==> config.mk <==
export PLATFORM = sky130hd
export DESIGN_NAME = spi_master_gen_flat
export DESIGN_NICKNAME = d
export VERILOG_FILES = /design/src/rtl/spi_master_gen_if.sv /design/src/rtl/spi_master_gen.sv /design/src/flat_wrapper.sv
export SDC_FILE = /design/constraint.sdc
export NUM_CORES = 1
export LEC_CHECK = 0
export ABC_CLOCK_PERIOD_IN_PS = 2400
export BUFFER_PORTS_ARGS = -buffer_cell sky130_fd_sc_hd__buf_2
export CAP_MARGIN = 30
export CORE_ASPECT_RATIO = 1.1
export CORE_UTILIZATION = 32
export CTS_CLUSTER_DIAMETER = 120
export DETAILED_ROUTE_END_ITERATION = 8
export GPL_TIMING_DRIVEN = 0
export HOLD_SLACK_MARGIN = 0.05
export PLACE_DENSITY = 0.51
export SLEW_MARGIN = 20
export SYNTH_ARGS = -nofsm -noshare
export SYNTH_HDL_FRONTEND = slang
export SYNTH_SLANG_ARGS = --single-unit
==> constraint.sdc <==
create_clock -name clk_i -period 2.4 [get_ports clk_i]
set_input_delay 0.24 -clock clk_i [delete_from_list [all_inputs] [get_ports clk_i]]
set_output_delay 0.24 -clock clk_i [all_outputs]
set_load 0.02 [all_outputs]
==> src/rtl/spi_master_gen_if.sv <==
// Command, response and SPI pin bundle for spi_master_gen.
// The master modport is the SPI master itself; the slave modport is the controller/board side.
interface spi_master_gen_if #(
  parameter int DATA_W = 8,
  parameter int NUM_SS = 4,
  parameter int DIV_W  = 8
);
  localparam int SS_W = ($clog2(NUM_SS) > 1) ? $clog2(NUM_SS) : 1;

  logic              tx_valid_i;
  logic              tx_ready_o;
  logic [DATA_W-1:0] tx_data_i;
  logic [SS_W-1:0]   ss_sel_i;
  logic              cpol_i;
  logic              cpha_i;
  logic [DIV_W-1:0]  clk_div_i;
  logic              hold_ss_i;
  logic              cs_release_i;
  logic              rx_valid_o;
  logic [DATA_W-1:0] rx_data_o;
  logic              busy_o;
  logic              SCLK_o;
  logic              MOSI_o;
  logic              MISO_i;
  logic [NUM_SS-1:0] SS_o;

  modport master (
    input  tx_valid_i, tx_data_i, ss_sel_i, cpol_i, cpha_i, clk_div_i,
           hold_ss_i, cs_release_i, MISO_i,
    output tx_ready_o, rx_valid_o, rx_data_o, busy_o, SCLK_o, MOSI_o, SS_o
  );

  modport slave (
    output tx_valid_i, tx_data_i, ss_sel_i, cpol_i, cpha_i, clk_div_i,
           hold_ss_i, cs_release_i, MISO_i,
    input  tx_ready_o, rx_valid_o, rx_data_o, busy_o, SCLK_o, MOSI_o, SS_o
  );
endinterface

==> src/rtl/spi_master_gen.sv <==
// Mode-configurable SPI master: one DATA_W word per command, MSB first, SS held across bursts.
// SS low for (2*DATA_W+2) half-periods per word; tx_ready only in IDLE or CS_HOLD without release.
module spi_master_gen #(
  parameter int DATA_W = 8,
  parameter int NUM_SS = 4,
  parameter int DIV_W  = 8
) (
  input logic              clk_i,
  input logic              rst_i,
  spi_master_gen_if.master bus
);
  localparam int SS_W  = ($clog2(NUM_SS) > 1) ? $clog2(NUM_SS) : 1;
  localparam int CNT_W = $clog2(2 * DATA_W) + 1;
  localparam logic [CNT_W-1:0] LAST_EDGE = CNT_W'(2 * DATA_W - 1);

  typedef enum logic [2:0] {IDLE, SETUP, SHIFT, HOLD, CS_HOLD, GAP} state_t;

  state_t            state;
  logic [DATA_W-1:0] tx_sr;
  logic [DATA_W-1:0] rx_sr;
  logic [SS_W-1:0]   sel_q;
  logic              cpol_q;
  logic              cpha_q;
  logic [DIV_W-1:0]  div_q;
  logic              hold_q;
  logic              pending;
  logic [DIV_W-1:0]  half_cnt;
  logic [CNT_W-1:0]  edge_cnt;
  logic              sclk;
  logic              mosi;
  logic [NUM_SS-1:0] ss;
  logic              rx_valid;
  logic [DATA_W-1:0] rx_data;

  logic tx_ready;
  logic accept;
  logic half_done;
  logic drive_edge;

  // Out-of-range indices match no line, so the word still runs with every select high.
  function automatic logic [NUM_SS-1:0] ss_decode(input logic [SS_W-1:0] sel);
    logic [NUM_SS-1:0] v;
    v = '1;
    for (int i = 0; i < NUM_SS; i++) begin
      if (SS_W'(i) == sel) v[i] = 1'b0;
    end
    return v;
  endfunction

  assign tx_ready   = (state == IDLE) || ((state == CS_HOLD) && !bus.cs_release_i);
  assign accept     = bus.tx_valid_i && tx_ready;
  assign half_done  = (half_cnt == '0);
  // Even edge counts are leading edges; cpha picks whether those drive or sample.
  assign drive_edge = cpha_q ? ~edge_cnt[0] : edge_cnt[0];

  always_ff @(posedge clk_i or posedge rst_i) begin
    if (rst_i) begin
      state    <= IDLE;
      tx_sr    <= '0;
      rx_sr    <= '0;
      sel_q    <= '0;
      cpol_q   <= 1'b0;
      cpha_q   <= 1'b0;
      div_q    <= '0;
      hold_q   <= 1'b0;
      pending  <= 1'b0;
      half_cnt <= '0;
      edge_cnt <= '0;
      sclk     <= 1'b0;
      mosi     <= 1'b0;
      ss       <= '1;
      rx_valid <= 1'b0;
      rx_data  <= '0;
    end else begin
      rx_valid <= 1'b0;
      if (!half_done && (state == SETUP || state == SHIFT || state == HOLD || state == GAP))
        half_cnt <= half_cnt - DIV_W'(1);

      case (state)
        IDLE: begin
          if (accept) begin
            ss    <= ss_decode(bus.ss_sel_i);
            state <= SETUP;
            if (!bus.cpha_i) mosi <= bus.tx_data_i[DATA_W-1];
          end
        end
        SETUP: begin
          if (half_done) begin
            half_cnt <= div_q;
            state    <= SHIFT;
          end
        end
        SHIFT: begin
          if (half_done) begin
            half_cnt <= div_q;
            sclk     <= ~sclk;
            edge_cnt <= edge_cnt + CNT_W'(1);
            if (drive_edge) begin
              // With cpha=0 the MSB already went out in SETUP, so trailing edges drive the next bit.
              mosi  <= cpha_q ? tx_sr[DATA_W-1] : tx_sr[DATA_W-2];
              tx_sr <= tx_sr << 1;
            end else begin
              rx_sr <= {rx_sr[DATA_W-2:0], bus.MISO_i};
            end
            if (edge_cnt == LAST_EDGE) state <= HOLD;
          end
        end
        HOLD: begin
          if (half_done) begin
            rx_data  <= rx_sr;
            rx_valid <= 1'b1;
            if (hold_q) begin
              state <= CS_HOLD;
            end else begin
              state    <= GAP;
              ss       <= '1;
              half_cnt <= div_q;
            end
          end
        end
        CS_HOLD: begin
          if (bus.cs_release_i) begin
            state    <= GAP;
            ss       <= '1;
            half_cnt <= div_q;
          end else if (accept) begin
            if (bus.ss_sel_i == sel_q) begin
              state <= SETUP;
              if (!bus.cpha_i) mosi <= bus.tx_data_i[DATA_W-1];
            end else begin
              state   <= GAP;
              ss      <= '1;
              pending <= 1'b1;
            end
          end
        end
        GAP: begin
          if (half_done) begin
            if (pending) begin
              pending  <= 1'b0;
              state    <= SETUP;
              ss       <= ss_decode(sel_q);
              half_cnt <= div_q;
              if (!cpha_q) mosi <= tx_sr[DATA_W-1];
            end else begin
              state <= IDLE;
            end
          end
        end
        default: state <= IDLE;
      endcase

      // Command capture overrides the per-state counter updates above.
      if (accept) begin
        tx_sr    <= bus.tx_data_i;
        sel_q    <= bus.ss_sel_i;
        cpol_q   <= bus.cpol_i;
        cpha_q   <= bus.cpha_i;
        div_q    <= bus.clk_div_i;
        hold_q   <= bus.hold_ss_i;
        sclk     <= bus.cpol_i;
        half_cnt <= bus.clk_div_i;
        edge_cnt <= '0;
      end
    end
  end

  assign bus.tx_ready_o = tx_ready;
  assign bus.rx_valid_o = rx_valid;
  assign bus.rx_data_o  = rx_data;
  assign bus.busy_o     = (state != IDLE);
  assign bus.SCLK_o     = sclk;
  assign bus.MOSI_o     = mosi;
  assign bus.SS_o       = ss;
endmodule
==> src/flat_wrapper.sv <==
// flat-port wrapper written by rule: the top's interface ports become plain ports
module spi_master_gen_flat 
#(
  parameter int DATA_W = 8,
  parameter int NUM_SS = 4,
  parameter int DIV_W  = 8
)
  (clk_i, rst_i, bus_tx_valid_i, bus_tx_data_i, bus_ss_sel_i, bus_cpol_i, bus_cpha_i, bus_clk_div_i, bus_hold_ss_i, bus_cs_release_i, bus_MISO_i, bus_tx_ready_o, bus_rx_valid_o, bus_rx_data_o, bus_busy_o, bus_SCLK_o, bus_MOSI_o, bus_SS_o);
  spi_master_gen_if #(.DATA_W(DATA_W), .NUM_SS(NUM_SS), .DIV_W(DIV_W)) bus_i ();
  input logic clk_i;
  input logic rst_i;
  input wire logic [$bits(bus_i.tx_valid_i)-1:0] bus_tx_valid_i;
  input wire logic [$bits(bus_i.tx_data_i)-1:0] bus_tx_data_i;
  input wire logic [$bits(bus_i.ss_sel_i)-1:0] bus_ss_sel_i;
  input wire logic [$bits(bus_i.cpol_i)-1:0] bus_cpol_i;
  input wire logic [$bits(bus_i.cpha_i)-1:0] bus_cpha_i;
  input wire logic [$bits(bus_i.clk_div_i)-1:0] bus_clk_div_i;
  input wire logic [$bits(bus_i.hold_ss_i)-1:0] bus_hold_ss_i;
  input wire logic [$bits(bus_i.cs_release_i)-1:0] bus_cs_release_i;
  input wire logic [$bits(bus_i.MISO_i)-1:0] bus_MISO_i;
  output wire logic [$bits(bus_i.tx_ready_o)-1:0] bus_tx_ready_o;
  output wire logic [$bits(bus_i.rx_valid_o)-1:0] bus_rx_valid_o;
  output wire logic [$bits(bus_i.rx_data_o)-1:0] bus_rx_data_o;
  output wire logic [$bits(bus_i.busy_o)-1:0] bus_busy_o;
  output wire logic [$bits(bus_i.SCLK_o)-1:0] bus_SCLK_o;
  output wire logic [$bits(bus_i.MOSI_o)-1:0] bus_MOSI_o;
  output wire logic [$bits(bus_i.SS_o)-1:0] bus_SS_o;
  assign bus_i.tx_valid_i = bus_tx_valid_i;
  assign bus_i.tx_data_i = bus_tx_data_i;
  assign bus_i.ss_sel_i = bus_ss_sel_i;
  assign bus_i.cpol_i = bus_cpol_i;
  assign bus_i.cpha_i = bus_cpha_i;
  assign bus_i.clk_div_i = bus_clk_div_i;
  assign bus_i.hold_ss_i = bus_hold_ss_i;
  assign bus_i.cs_release_i = bus_cs_release_i;
  assign bus_i.MISO_i = bus_MISO_i;
  assign bus_tx_ready_o = bus_i.tx_ready_o;
  assign bus_rx_valid_o = bus_i.rx_valid_o;
  assign bus_rx_data_o = bus_i.rx_data_o;
  assign bus_busy_o = bus_i.busy_o;
  assign bus_SCLK_o = bus_i.SCLK_o;
  assign bus_MOSI_o = bus_i.MOSI_o;
  assign bus_SS_o = bus_i.SS_o;
  spi_master_gen #(.DATA_W(DATA_W), .NUM_SS(NUM_SS), .DIV_W(DIV_W)) u_core (.clk_i(clk_i), .rst_i(rst_i), .bus(bus_i));
endmodule
### After elaboration in Yosys (flattened, before gate mapping)

Index checks and enable logic that the tools add are counted.

| word-level totals | value |
|---|---|
| logic and storage cells | 146 |
| register bits after elaboration | 60 |
| output and inout bits | 17 |

| cells by class | value |
|---|---|
| reduce and logical (&&, ||, !) cells | 29 |
| $add $sub $neg | 2 |
| equal/unequal tests | 29 |
| mux-type cells | 68 |
| bitwise operators | 3 |

Operator list:

| kind | number |
|---|---|
| 8-bit 2-to-1 mux | 12 |
| 4-bit 2-to-1 mux | 8 |
| 8-bit case mux with 4 select lines | 1 |
| 1-bit 2-to-1 mux | 31 |
| 3-bit 2-to-1 mux | 9 |
| 3-bit case mux with 6 select lines | 1 |
| 2-bit by 1-bit inequality test with 1-bit output (second input constant) | 8 |
| 4-bit case mux with 4 select lines | 1 |
| 5-bit 2-to-1 mux | 3 |
| 2-bit inequality test (second input constant) | 6 |
| 10-bit AND reduction | 1 |
| 2-bit equality test (first input constant) | 4 |
| 8-bit zero test | 1 |
| 8-bit AND reduction | 1 |
| 2-bit nonzero test | 4 |
| 4-bit nonzero test | 2 |
| 8-bit by 1-bit subtractor with 8-bit output (second input constant) | 1 |
| 7-bit AND reduction | 1 |
| 3-bit by 2-bit equality test with 1-bit output (second input constant) | 2 |
| 3-bit equality test (second input constant) | 2 |
| 3-bit AND reduction | 2 |
| 5-bit by 1-bit adder with 5-bit output (second input constant) | 1 |
| 5-bit by 4-bit equality test with 1-bit output (second input constant) | 1 |
| 5-bit AND reduction | 1 |
| other kinds (16) | 27 |

### Logic depth before layout (Yosys ltp)

Gate-level depths: netlist of the first run.

| depth | value |
|---|---|
| word-level depth | 10 |
| depth in mapped cells | 8 |

### Least setup slack after synthesis of the first run

No wires, ideal clock.

| timing | value |
|---|---|
| kind | reg-to-reg |
| start | reg u_core.state[2] |
| end | reg u_core.hold_q |
| path slack | 0.118 ns |
| cell stages (with the launch flop) | 7 |
| period minus slack after synthesis | 2.282 ns |
| data required time | 2.266 ns |
| arrival | 2.148 ns |
| path through | dfrtp_1 > clkbuf_1 > a211oi_1 > and2_1 > clkbuf_1 > clkbuf_1 > o21ai_0 |

| between the ends | value |
|---|---|
| cells in the longest elaborated chain, start to end | 4 |
| elaborated cells on any way between the ends | 5 |
| those cells by class | eq/ne (1); reduce/logical (4) |

Ends and longest elaborated chain:

| item | RTL line | RTL |
|---|---|---|
| start, declared | spi_master_gen.sv:18 | `state_t state;` |
| start signal, assigned | spi_master_gen.sv:58 | `state <= IDLE;` |
| start signal, assigned | spi_master_gen.sv:83 | `state <= SETUP;` |
| start signal, assigned | spi_master_gen.sv:90 | `state <= SHIFT;` |
| 3-bit equality test | spi_master_gen.sv:50 | `assign tx_ready = (state == IDLE) \|\| ((state == CS_HOLD) && !bus.cs_release_i);` |
| 1-bit logical AND | spi_master_gen.sv:50 |  |
| 1-bit logical OR (*) | spi_master_gen.sv:50 |  |
| named net bus_tx_ready_o | flat_wrapper.sv:21 | `output wire logic [$bits(bus_i.tx_ready_o)-1:0] bus_tx_ready_o;` |
| 1-bit logical AND (*) | spi_master_gen.sv:51 | `assign accept = bus.tx_valid_i && tx_ready;` |
| end signal, assigned | spi_master_gen.sv:160 | `hold_q <= bus.hold_ss_i;` |
| end, declared | spi_master_gen.sv:25 | `logic hold_q;` |

The timed path passes the listed nets; every way through them passes the cells marked *.
A chain may end at the register's enable or synchronous reset.

### Worst setup path in the final report of the first run

| timing | value |
|---|---|
| start | reg u_core.half_cnt[3] |
| end | reg u_core.ss[1], in the netlist u_core.bus.SS_o[1] |

| between the ends | value |
|---|---|
| cells in the longest elaborated chain, start to end | 3 |
| elaborated cells on any way between the ends | 4 |
| those cells by class | eq/ne (2); reduce/logical (2) |

Ends and longest elaborated chain:

| item | RTL line | RTL |
|---|---|---|
| start, declared | spi_master_gen.sv:27 | `logic [DIV_W-1:0] half_cnt;` |
| start signal, assigned | spi_master_gen.sv:77 | `half_cnt <= half_cnt - DIV_W'(1);` |
| start signal, assigned | spi_master_gen.sv:89 | `half_cnt <= div_q;` |
| start signal, assigned | spi_master_gen.sv:95 | `half_cnt <= div_q;` |
| 8-bit zero test (*) | spi_master_gen.sv:52 | `assign half_done = (half_cnt == '0);` |
| 2-bit by 1-bit inequality test with 1-bit output (no source line) | -- |  |
| 8-bit AND reduction (no source line) (*) | -- |  |
| end signal, assigned | spi_master_gen.sv:82 | `ss <= ss_decode(bus.ss_sel_i);` |
| end signal, assigned | spi_master_gen.sv:142 | `ss <= ss_decode(sel_q);` |
| end, declared | spi_master_gen.sv:31 | `logic [NUM_SS-1:0] ss;` |

Every way passes the cells marked *; elsewhere a longest branch is shown, timed or not.

==> metrics.txt, run 1 <==
outcome complete, no violations; Slew @ Worst Pin between 0.4 and 0.5 ns; Ant. Diodes 0; Via density just under 5; met2 wire len around 3100 µm; # rows 37; maximum clock rate 0.435 GHz; hold depth 3; Hold Path Sink u_core.bus.SCLK_o; Critical Path RT between 2 and 3 ns; FF+latch count, synth 60; Max Cap Viol 0; reg2reg path depth 6; Critical R2R Launch u_core.half_cnt[3]; Hold WS between 0.09 and 0.1 ns; Post-Syn Instances around 300; core box area approximately 0.0093 mm²; CTS tree done; Hold Crit Class primary input to flop; R2R setup slack slightly above 0.1 ns; later-pin clock latency in the skew report 0.35 ns; top-count cell post-synth nand2_1; Most used DFF post-synth dfrtp_1; vias in the first global route about 2400; worst hold start bus_cpol_i; Longest Clk Path Bufs 2; largest net degree at the start of global routing 38; sequential area share after synthesis 0.493; final WL ~6800 µm; CP Buf/Inv Count 1; placed inst area around 0.0034 mm²; max incr delay on CP 0.55 ns; first-pass iteration count of the detailed router 5; GP Congestion 0.819; DR iter-0 viols around 190; GRT Overall Usage 0.152; Remaining DRCs 0; highest metal used met4; HPWL Detailed 4810 µm; Final Hold Vio Count 0; worst setup path class flop to flop; Worst EP arrival around 2.6 ns; TritonCTS Buffers 9; design area about 0.0037 mm²; routed wl met3 roughly 240 µm; leakage 0.00173 µW; Synth area leaders dfrtp_1, nand2_1, mux2_2; port bufs 42; post-synth top area share 0.459; post-layout minimum cycle time between 2 and 2.5 ns; H-tree depth 3; Detail Route Antenna Nets 0; cell area after synthesis 0.00305 mm²; Clk pin slew, worst setup/hold paths 0.08 ns; Layout Skew roughly 0.0086 ns; Async SR Flop Fraction 1.00; CP max stage cell or4_4; final max-slew violation count 0; first-pass GRT wire length 11500 µm; synth cell count leaders nand2_1, dfrtp_1, nor2_1; Netlist cell types 53; GRT overflow 0; Setup TNS 0 ns; nets just under 400; RSZ-0062 raised after global routing no; Slew headroom 0.699; Tcrit/Tclk final 0.958; cell taking the most area after synthesis dfrtp_1; Final setup violation count 0; Vias 2400; Die ar. just under 0.01 mm²; CP max FO 6; Starting Density 0.328; Worst R2R End u_core.bus.SS_o[1]; CP Launch Type flop; Root Driver clkbuf_8; PD cells 989 mW/mm²; YS warnings 0; Post-Syn Nets ~340; WL per Instance 13.9 µm; CP delay by family, top simple AND/OR/NAND/NOR gates; M1 wire length 3190 µm; CTS sink count 60; fraction of layout cells with a size suffix above 1 0.296; number of synthesized flops with an enable pin 0; CP cell instances or4_4, buf_6, nand2b_4, a2bb2oi_4, or3b_4, mux2_4; Worst setup EP type flop; syn avg cell area a little under 10 µm²; die width roughly 95 µm; peak supply drop around 0.00043 V; initial antenna violation count 0; Die Span Y roughly 100 µm; area grow syn2layout 20.4%; IO Count between 40 and 50
==> how the worst max path moves through the flow <==
stage	start	end	cells past startpoint
floorplan	u_core.state[2]	u_core.hold_q	6
global placement	rst_i	u_core.bus.rx_valid_o	2
detailed placement	u_core.state[2]	u_core.hold_q	6
CTS	u_core.state[2]	u_core.hold_q	6
global route	u_core.state[0]	u_core.bus.MOSI_o	6
finish	u_core.half_cnt[3]	u_core.bus.SS_o[1]	6
==> kinds of logic (layout without fill, tap and decap cells) <==
group,Yosys count,in the layout,synth area share
adder cells (fa/ha/maj),4,4,0.0164
flip-flops,60,60,0.493
XOR/XNOR,14,14,0.0401
multiplexers,24,24,0.0922
AO/OA/AOI/OAI,52,52,0.121
AND/OR/NAND/NOR,130,130,0.202
buffers and inverters,25,87,0.0344
==> state kept, by name (all words and copies together), names as in the netlist <==
| register | count |
|---|---|
| u_core.div_q | 8 |
| u_core.bus.rx_data_o | 8 |
| u_core.sel_q | 2 |
| u_core.pending | 1 |
| u_core.hold_q | 1 |
| u_core.rx_sr | 8 |
| u_core.half_cnt | 8 |
| u_core.state | 3 |
| u_core.edge_cnt | 5 |
| u_core.tx_sr | 8 |
| u_core.bus.rx_valid_o | 1 |
| u_core.bus.SCLK_o | 1 |
| u_core.bus.MOSI_o | 1 |
| u_core.cpha_q | 1 |
| u_core.bus.SS_o | 4 |
==> routing by layer <==
metal / vias to the layer above / global-route usage
li1: 1177 / -
met1: 1154 / 0.197
met2: 50 / 0.228
met3: 19 / 0.0336
met4: 0 / 0.0898
met5: - / 0
==> cell type report <==
class	count	area, µm²
Fill cell	930	5630
Clock inverter	7	52.6
Sequential cell	60	1510
Timing Repair Buffer	46	255
Buffer	13	65.1
Clock buffer	9	124
Inverter	12	47.5
Multi-Input combinational cell	224	1480
Tap cell	117	146
==> power breakdown <==
part	internal (µW)	leakage, µW	switching, µW
Clock	377	0.0000779	450
Combinational	547	0.000900	617
Sequential	1380	0.000752	263
Total	2310	0.00173	1330
==> per-stage QoR <==
stage | instances | setup slack [ns] | total power, µW | util
floorplan | 309 | 0.118 | 2510 | -
global placement | 468 | -0.209 | 2770 | 0.367
detailed placement | 469 | -0.130 | 2800 | 0.369
CTS | 486 | 0.00276 | 3650 | 0.390
global route | 488 | 0.00375 | 3900 | 0.395
finish | 488 | 0.102 | 3640 | 0.395
==> what timing repair did <==
item                                    4_1_cts  5_1_grt
setup buffers                                 0        2
resized for setup                             5       10
endpoints found under the setup margin       35       44
hold endpoints to repair                     20        0
hold buffers                                  1        0
pin swaps                                     0        1
cloned                                        0        0
==> tightest hold or removal path: stages <==
cell     delay (ns)
buf_2          0.07
nand2_1        0.03
o21ai_0        0.06
==> layout by cell type, fill, tap and decap left out, types with 4 or more instances in the layout <==
master,Yosys,routed
o211ai_1,6,6
buf_2,3,46
nand2_1,65,64
mux2_4,4,4
mux2_2,17,17
dfrtp_1,56,56
xor2_1,4,4
clkinvlp_4,0,4
ha_1,4,4
xnor2_1,10,10
inv_1,12,11
clkbuf_8,0,9
nor3_1,6,6
dfstp_2,4,4
nor2_1,27,26
a31oi_1,10,10
o21ai_0,16,16
Power figures use the tool's default switching activity.
==> inputs of run 2 (changes only) <==
ABC_CLOCK_PERIOD_IN_PS = unset   (was 2400)
CORE_UTILIZATION = 30   (was 32)
PLACE_DENSITY = 0.48   (was 0.51)
==> run 2 against run 1 <==
Effect of this change:
- die area increased by 6.5%
- clock power increased by 12%
- setup slack got worse by 0.0061 ns
- routed wire length increased by 1.9%
- final area increased by 0.31%
- power increased by 2.4%
- utilization decreased by 2.2 points
- critical path depth increased by 1
- critical path type unchanged
- highest routed layer unchanged
==> metrics.txt, run 2 (synthesis results as in run 1) <==
Die Span Y 108 µm (+3.2%); Layout Skew 0.00790 ns (-0.000675 ns); peak supply drop 0.000395 V (-8.0%); vias in the first global route 2375 (-1.9%); PD cells 1010 mW/mm² (+2.1%); final max-slew violation count 0 (unchanged); largest net degree at the start of global routing 36 (-5.3%); Final setup violation count 0 (unchanged); Power Total 3720 µW (+2.4%); outcome complete, no violations; H-tree depth 3 (unchanged); Slew headroom 0.689 (-0.0104); RSZ-0062 raised after global routing no; R2R setup slack 0.1 ns (about the same); Worst EP arrival 2.58 ns (about the same); design area 0.00369 mm² (+0.31%); TritonCTS Buffers 9 (unchanged); Hold Crit Class primary input to flop; Clk pin slew, worst setup/hold paths 0.07 ns (about the same); fin cells 490 (+0.41%); Final Hold Vio Count 0 (unchanged); Starting Density 0.309 (-0.0194); leakage 0.00174 µW (+0.60%); Critical R2R Launch u_core.half_cnt[0]; placed cells 472 (+0.64%); Longest Clk Path Bufs 2 (unchanged); Hold WS 0.101 ns (+0.00356 ns); Ant. Diodes 0 (unchanged); Critical Path RT 2.67 ns (about the same); Hold Path Sink u_core.hold_q; reg2reg path depth 7 (+1); GRT Overall Usage 0.144 (-0.00770); area grow syn2layout 20.7%; initial antenna violation count 0 (unchanged); commonest non-fill, non-tap cells in the layout nand2_1, dfrtp_1, buf_2; placed inst area 0.00344 mm² (+0.11%); CP Launch Type flop; Max Cap Viol 0 (unchanged); # rows 38 (+2.7%); Remaining DRCs 0 (unchanged); final WL 6930 µm (+1.9%); Post-Place Worst Slack -0.0926 ns (+0.0372 ns); Slew @ Worst Pin 0.466 ns (+0.0155 ns); Worst setup EP type flop; WL per Instance 14.1 µm (+1.5%); Tcrit/Tclk final 0.960 (+0.00255); later-pin clock latency in the skew report 0.35 ns (about the same); CTS sink count 60 (unchanged); first-pass GRT wire length 11700 µm (+2.0%); hold depth 3 (unchanged); setup ws final 0.0955 ns (-0.00613 ns); commonest non-fill, non-tap cell in the layout nand2_1; CP max FO 4 (-2); maximum clock rate 0.434 GHz (-0.27%); fraction of layout cells with a size suffix above 1 0.289 (-0.00731); worst hold start bus_hold_ss_i; Worst R2R End u_core.bus.SS_o[1]; core box area 0.00989 mm² (+6.3%); Detail Route Antenna Nets 0 (unchanged); Via density 4.81 (-2.2%); CTS tree done; GRT overflow 0 (unchanged); nets 395 (-0.25%); die width 98.2 µm (+3.2%); post-layout minimum cycle time 2.30 ns (+0.00613 ns); Root Driver clkbuf_8; first-pass iteration count of the detailed router 4 (-1); worst setup path class flop to flop; Die ar. 0.0106 mm² (+6.5%); port bufs 42 (unchanged); HPWL Detailed 5020 µm (+4.4%); GP Congestion 0.811 (-0.94%); Vias 2358 (-1.8%); IO Count 43 (unchanged); DR iter-0 viols 103 (-46%)
run 2: changes by cell type in the layout (fill, tap and decap cells not counted), sizes merged:
cell      before  now
clkinv         2    3
clkinvlp       4    2
buf           52   50
clkbuf        15   17
bufinv         0    1
inv           13   12
run 2: worst max path at each step:
stage / to / start / cells after the start / slack, ns
2_1_floorplan: u_core.hold_q / u_core.state[2] / 6 / 0.12
3_3_place_gp: u_core.bus.rx_data_o[7] / rst_i / 2 / -0.20
3_5_place_dp: u_core.rx_sr[1] / u_core.half_cnt[0] / 6 / -0.09
4_1_cts: u_core.hold_q / u_core.state[2] / 6 / 0.06
5_1_grt: u_core.bus.SS_o[1] / u_core.half_cnt[0] / 7 / 0.009
6_report: u_core.bus.SS_o[1] / u_core.half_cnt[0] / 7 / 0.1
run 2: cell type report:
cell class              instances  area [µm²]
inverters                      12        47.5
clock buffers                  10         138
clock inverters                 6        63.8
fillers                      1025        6200
flip-flops and latches         60        1510
repair buffers                 45         248
multi-input cells             224        1470
well taps                     120         150
plain buffers                  13        65.1
run 2: stage by stage:
stage / utilization / TNS [ns]
after floorplan: - / 0
after global placement: 0.345 / -13.22
after detailed placement: 0.348 / -1.49
after CTS: 0.370 / 0
after global routing: 0.373 / 0
final: 0.373 / 0
run 2: power by group:
group	internal, µW	switching, µW	total [µW]
sequential	1380	254	1640
combinational	541	620	1160
clock	505	419	924
total	2430	1290	3720
run 2: worst max-delay path, stage by stage (launching register included):
cell and delay (ns):
dfrtp_1 0.37, inv_1 0.13, ha_1 0.18, or3b_2 0.55, nor2_4 0.16, a31oi_1 0.10, or3b_4 0.43, mux2_4 0.31
run 2: layer usage:
metal  wire length, µm  vias up  global-route usage
met1              3270     1136               0.183
met2              3320       34               0.225
met5                 0        -                   0
met4               131        0              0.0810
met3               209        7              0.0344
li1                  -     1181                   -
run 2: repair_timing:
| item | CTS | global route |
|---|---|---|
| gates resized for setup | 4 | 7 |
| buffers inserted | 1 | 0 |
| endpoints found under the setup margin | 32 | 29 |
| hold endpoints to repair | 25 | 0 |
| pin swaps | 0 | 0 |
| hold buffers | 1 | 0 |
| gates cloned | 0 | 0 |
==> inputs of run 3 (changes only) <==
SETUP_SLACK_MARGIN = 0.2   (was unset)
==> run 3 against run 2 <==
Effect of this change:
- register-to-register slack improved by 0.08 ns
- combinational power rose by 7%
- non-clock buffer count rose by 13
- cell count rose by 2.7%
- first-iteration DRC count rose by 18%
- sequential share of layout area fell by 1.4 points
- maximum frequency rose by 3.4%
- via count rose by 5.0%
- setup slack improved by 0.075 ns
- count of clock-buffer cells in the layout fell by 1
- die area did not move
- largest cell class unchanged
==> metrics.txt, run 3 (synthesis results as in run 1) <==
HPWL Detailed 5080 µm (+1.0%); GRT Overall Usage 0.145 (+0.000385); initial antenna violation count 0 (unchanged); Hold Crit Class primary input to flop; Slew @ Worst Pin 0.495 ns (+0.0288 ns); Hold WS 0.109 ns (+0.00824 ns); final WL 7130 µm (+2.8%); power share of the clock group 0.244 (-0.004); Via density 4.92 (+2.3%); die width 98.2 µm (unchanged); max incr delay on CP 0.54 ns (about the same); vias in the first global route 2430 (+2.3%); Net Sw Frac 0.355 (+0.00747); CP max stage cell or4_4; worst setup path class flop to flop; peak supply drop 0.000397 V (+0.48%); NetSw 1350 µW (+4.6%); Detail Route Antenna Nets 0 (unchanged); fraction of layout cells with a size suffix above 1 0.332 (+0.0424); CTS sink count 60 (unchanged); P_int 2460 µW (+1.3%); port bufs 42 (unchanged); largest net degree at the start of global routing 34 (-5.6%); first-pass iteration count of the detailed router 4 (unchanged); Worst EP arrival 2.51 ns (-0.07 ns); Die ar. 0.0106 mm² (unchanged); footprint of the multi-input gates 0.00148 mm² (+0.85%); design area 0.00381 mm² (+3.5%); placed cells 472 (unchanged); DR iter-0 viols 122 (+18%); IO Count 43 (unchanged); fin cells 503 (+2.7%); Critical Path RT 2.68 ns (about the same); nets 408 (+3.3%); CP Launch Type flop; final max-slew violation count 0 (unchanged); Starting Density 0.309 (unchanged); Worst setup EP type flop; WL per Instance 14.2 µm (+0.18%); CP Buf/Inv Count 1 (unchanged); Layout Skew 0.0149 ns (+0.00703 ns); commonest non-fill, non-tap cell in the layout nand2_1; maximum clock rate 0.449 GHz (+3.4%); PD cells 999 mW/mm² (-1.0%); outcome complete, no violations; CTS tree done; CP delay by family, top simple AND/OR/NAND/NOR gates; Ant. Diodes 0 (unchanged); first-pass GRT wire length 11800 µm (+0.59%); Comb pwr share 0.326 (+0.014); Max Cap Viol 0 (unchanged); Tcrit/Tclk final 0.929 (-0.0314); CP cell instances or4_4, buf_6, nand2b_4, a2bb2oi_4, or3b_4, mux2_4; Filler cells 1032 (+0.68%); CP max FO 5 (+1); area grow syn2layout 24.9%; Final Hold Vio Count 0 (unchanged); post-layout minimum cycle time 2.23 ns (-0.0753 ns); Root Driver clkbuf_8; Clk pin slew, worst setup/hold paths 0.08 ns (about the same); # rows 38 (unchanged); Remaining DRCs 0 (unchanged); Longest Clk Path Bufs 2 (unchanged); Vias 2476 (+5.0%); later-pin clock latency in the skew report 0.35 ns (about the same); Final setup violation count 0 (unchanged); GRT overflow 0 (unchanged); commonest non-fill, non-tap cells in the layout nand2_1, dfrtp_1, buf_2; H-tree depth 3 (unchanged); GP Congestion 0.794 (-2.1%); Post-Place Worst Slack -0.145 ns (-0.0528 ns); core box area 0.00989 mm² (unchanged); RSZ-0062 raised after global routing yes; storage element area 0.00151 mm² (unchanged); setup ws final 0.171 ns (+0.0753 ns); Reg power frac 0.430 (-0.010); placed inst area 0.00344 mm² (+0.22%); Die Span Y 108 µm (unchanged); leakage 0.00181 µW (+3.9%); Slew headroom 0.667 (-0.0216); TritonCTS Buffers 9 (unchanged)
[run 3: repair_timing]
item / 4_1_cts / 5_1_grt
pin swaps: 1 / 5
hold buffers: 1 / 0
setup endpoints to repair: 51 / 27
hold endpoints to repair: 27 / 0
buffers inserted: 6 / 8
gates resized for setup: 9 / 12
[run 3: through the flow]
| stage | TNS [ns] | utilization | total power (µW) |
|---|---|---|---|
| 2_1_floorplan | 0 | - | 2510 |
| 3_3_place_gp | -14.88 | 0.346 | 2800 |
| 3_5_place_dp | -1.38 | 0.348 | 2820 |
| 4_1_cts | 0 | 0.378 | 3820 |
| 5_1_grt | 0 | 0.386 | 4090 |
| 6_report | 0 | 0.386 | 3810 |
[run 3: final timing paths]
| check | to | slack (ns) | depth (start not counted) | startpoint |
|---|---|---|---|---|
| max | u_core.bus.SS_o[1] | 0.17 | 6 | u_core.half_cnt[3] |
| min | u_core.tx_sr[0] | 0.11 | 3 | bus_tx_data_i[0] |
| max reg2reg | u_core.bus.SS_o[1] | 0.17 | 6 | u_core.half_cnt[3] |
| min reg2reg | u_core.div_q[7] | 0.48 | 2 | u_core.div_q[7] |
| max in group asynchronous | u_core.bus.SS_o[2] | 1.41 | 4 | rst_i |
| min in group asynchronous | u_core.tx_sr[4] | 0.43 | 3 | rst_i |
[run 3: power by group through the flow]
stage	Sequential, µW	Clock [µW]	Combinational, µW
2_1_floorplan	1660	0	847
3_3_place_gp	1640	0	1150
3_5_place_dp	1650	0	1170
4_1_cts	1640	964	1220
5_1_grt	1690	1010	1390
6_report	1640	930	1240
[run 3: layout make-up]
cell class / count / share of cell area
Sequential cell: 60 / 0.395
Inverter: 12 / 0.0125
Clock buffer: 9 / 0.0325
Clock inverter: 7 / 0.0197
Timing Repair Buffer: 58 / 0.0938
Buffer: 13 / 0.0190
Tap cell: 120 / 0.0394
Multi-Input combinational cell: 224 / 0.388
[run 3: worst reg2reg max path, stage by stage, from the launching register on]
cell and delay (ns):
dfrtp_1 0.40, or4_4 0.54, buf_6 0.15, nand2b_4 0.17
a2bb2oi_4 0.16, or3b_4 0.44, mux2_4 0.31
[run 3: routing by layer]
| layer | GRT usage | part of all wire | vias to the layer above |
|---|---|---|---|
| met5 | 0 | 0 | - |
| met4 | 0.0725 | 0.019 | 0 |
| met3 | 0.0292 | 0.028 | 10 |
| met2 | 0.232 | 0.49 | 48 |
| met1 | 0.185 | 0.47 | 1212 |
| li1 | - | - | 1206 |
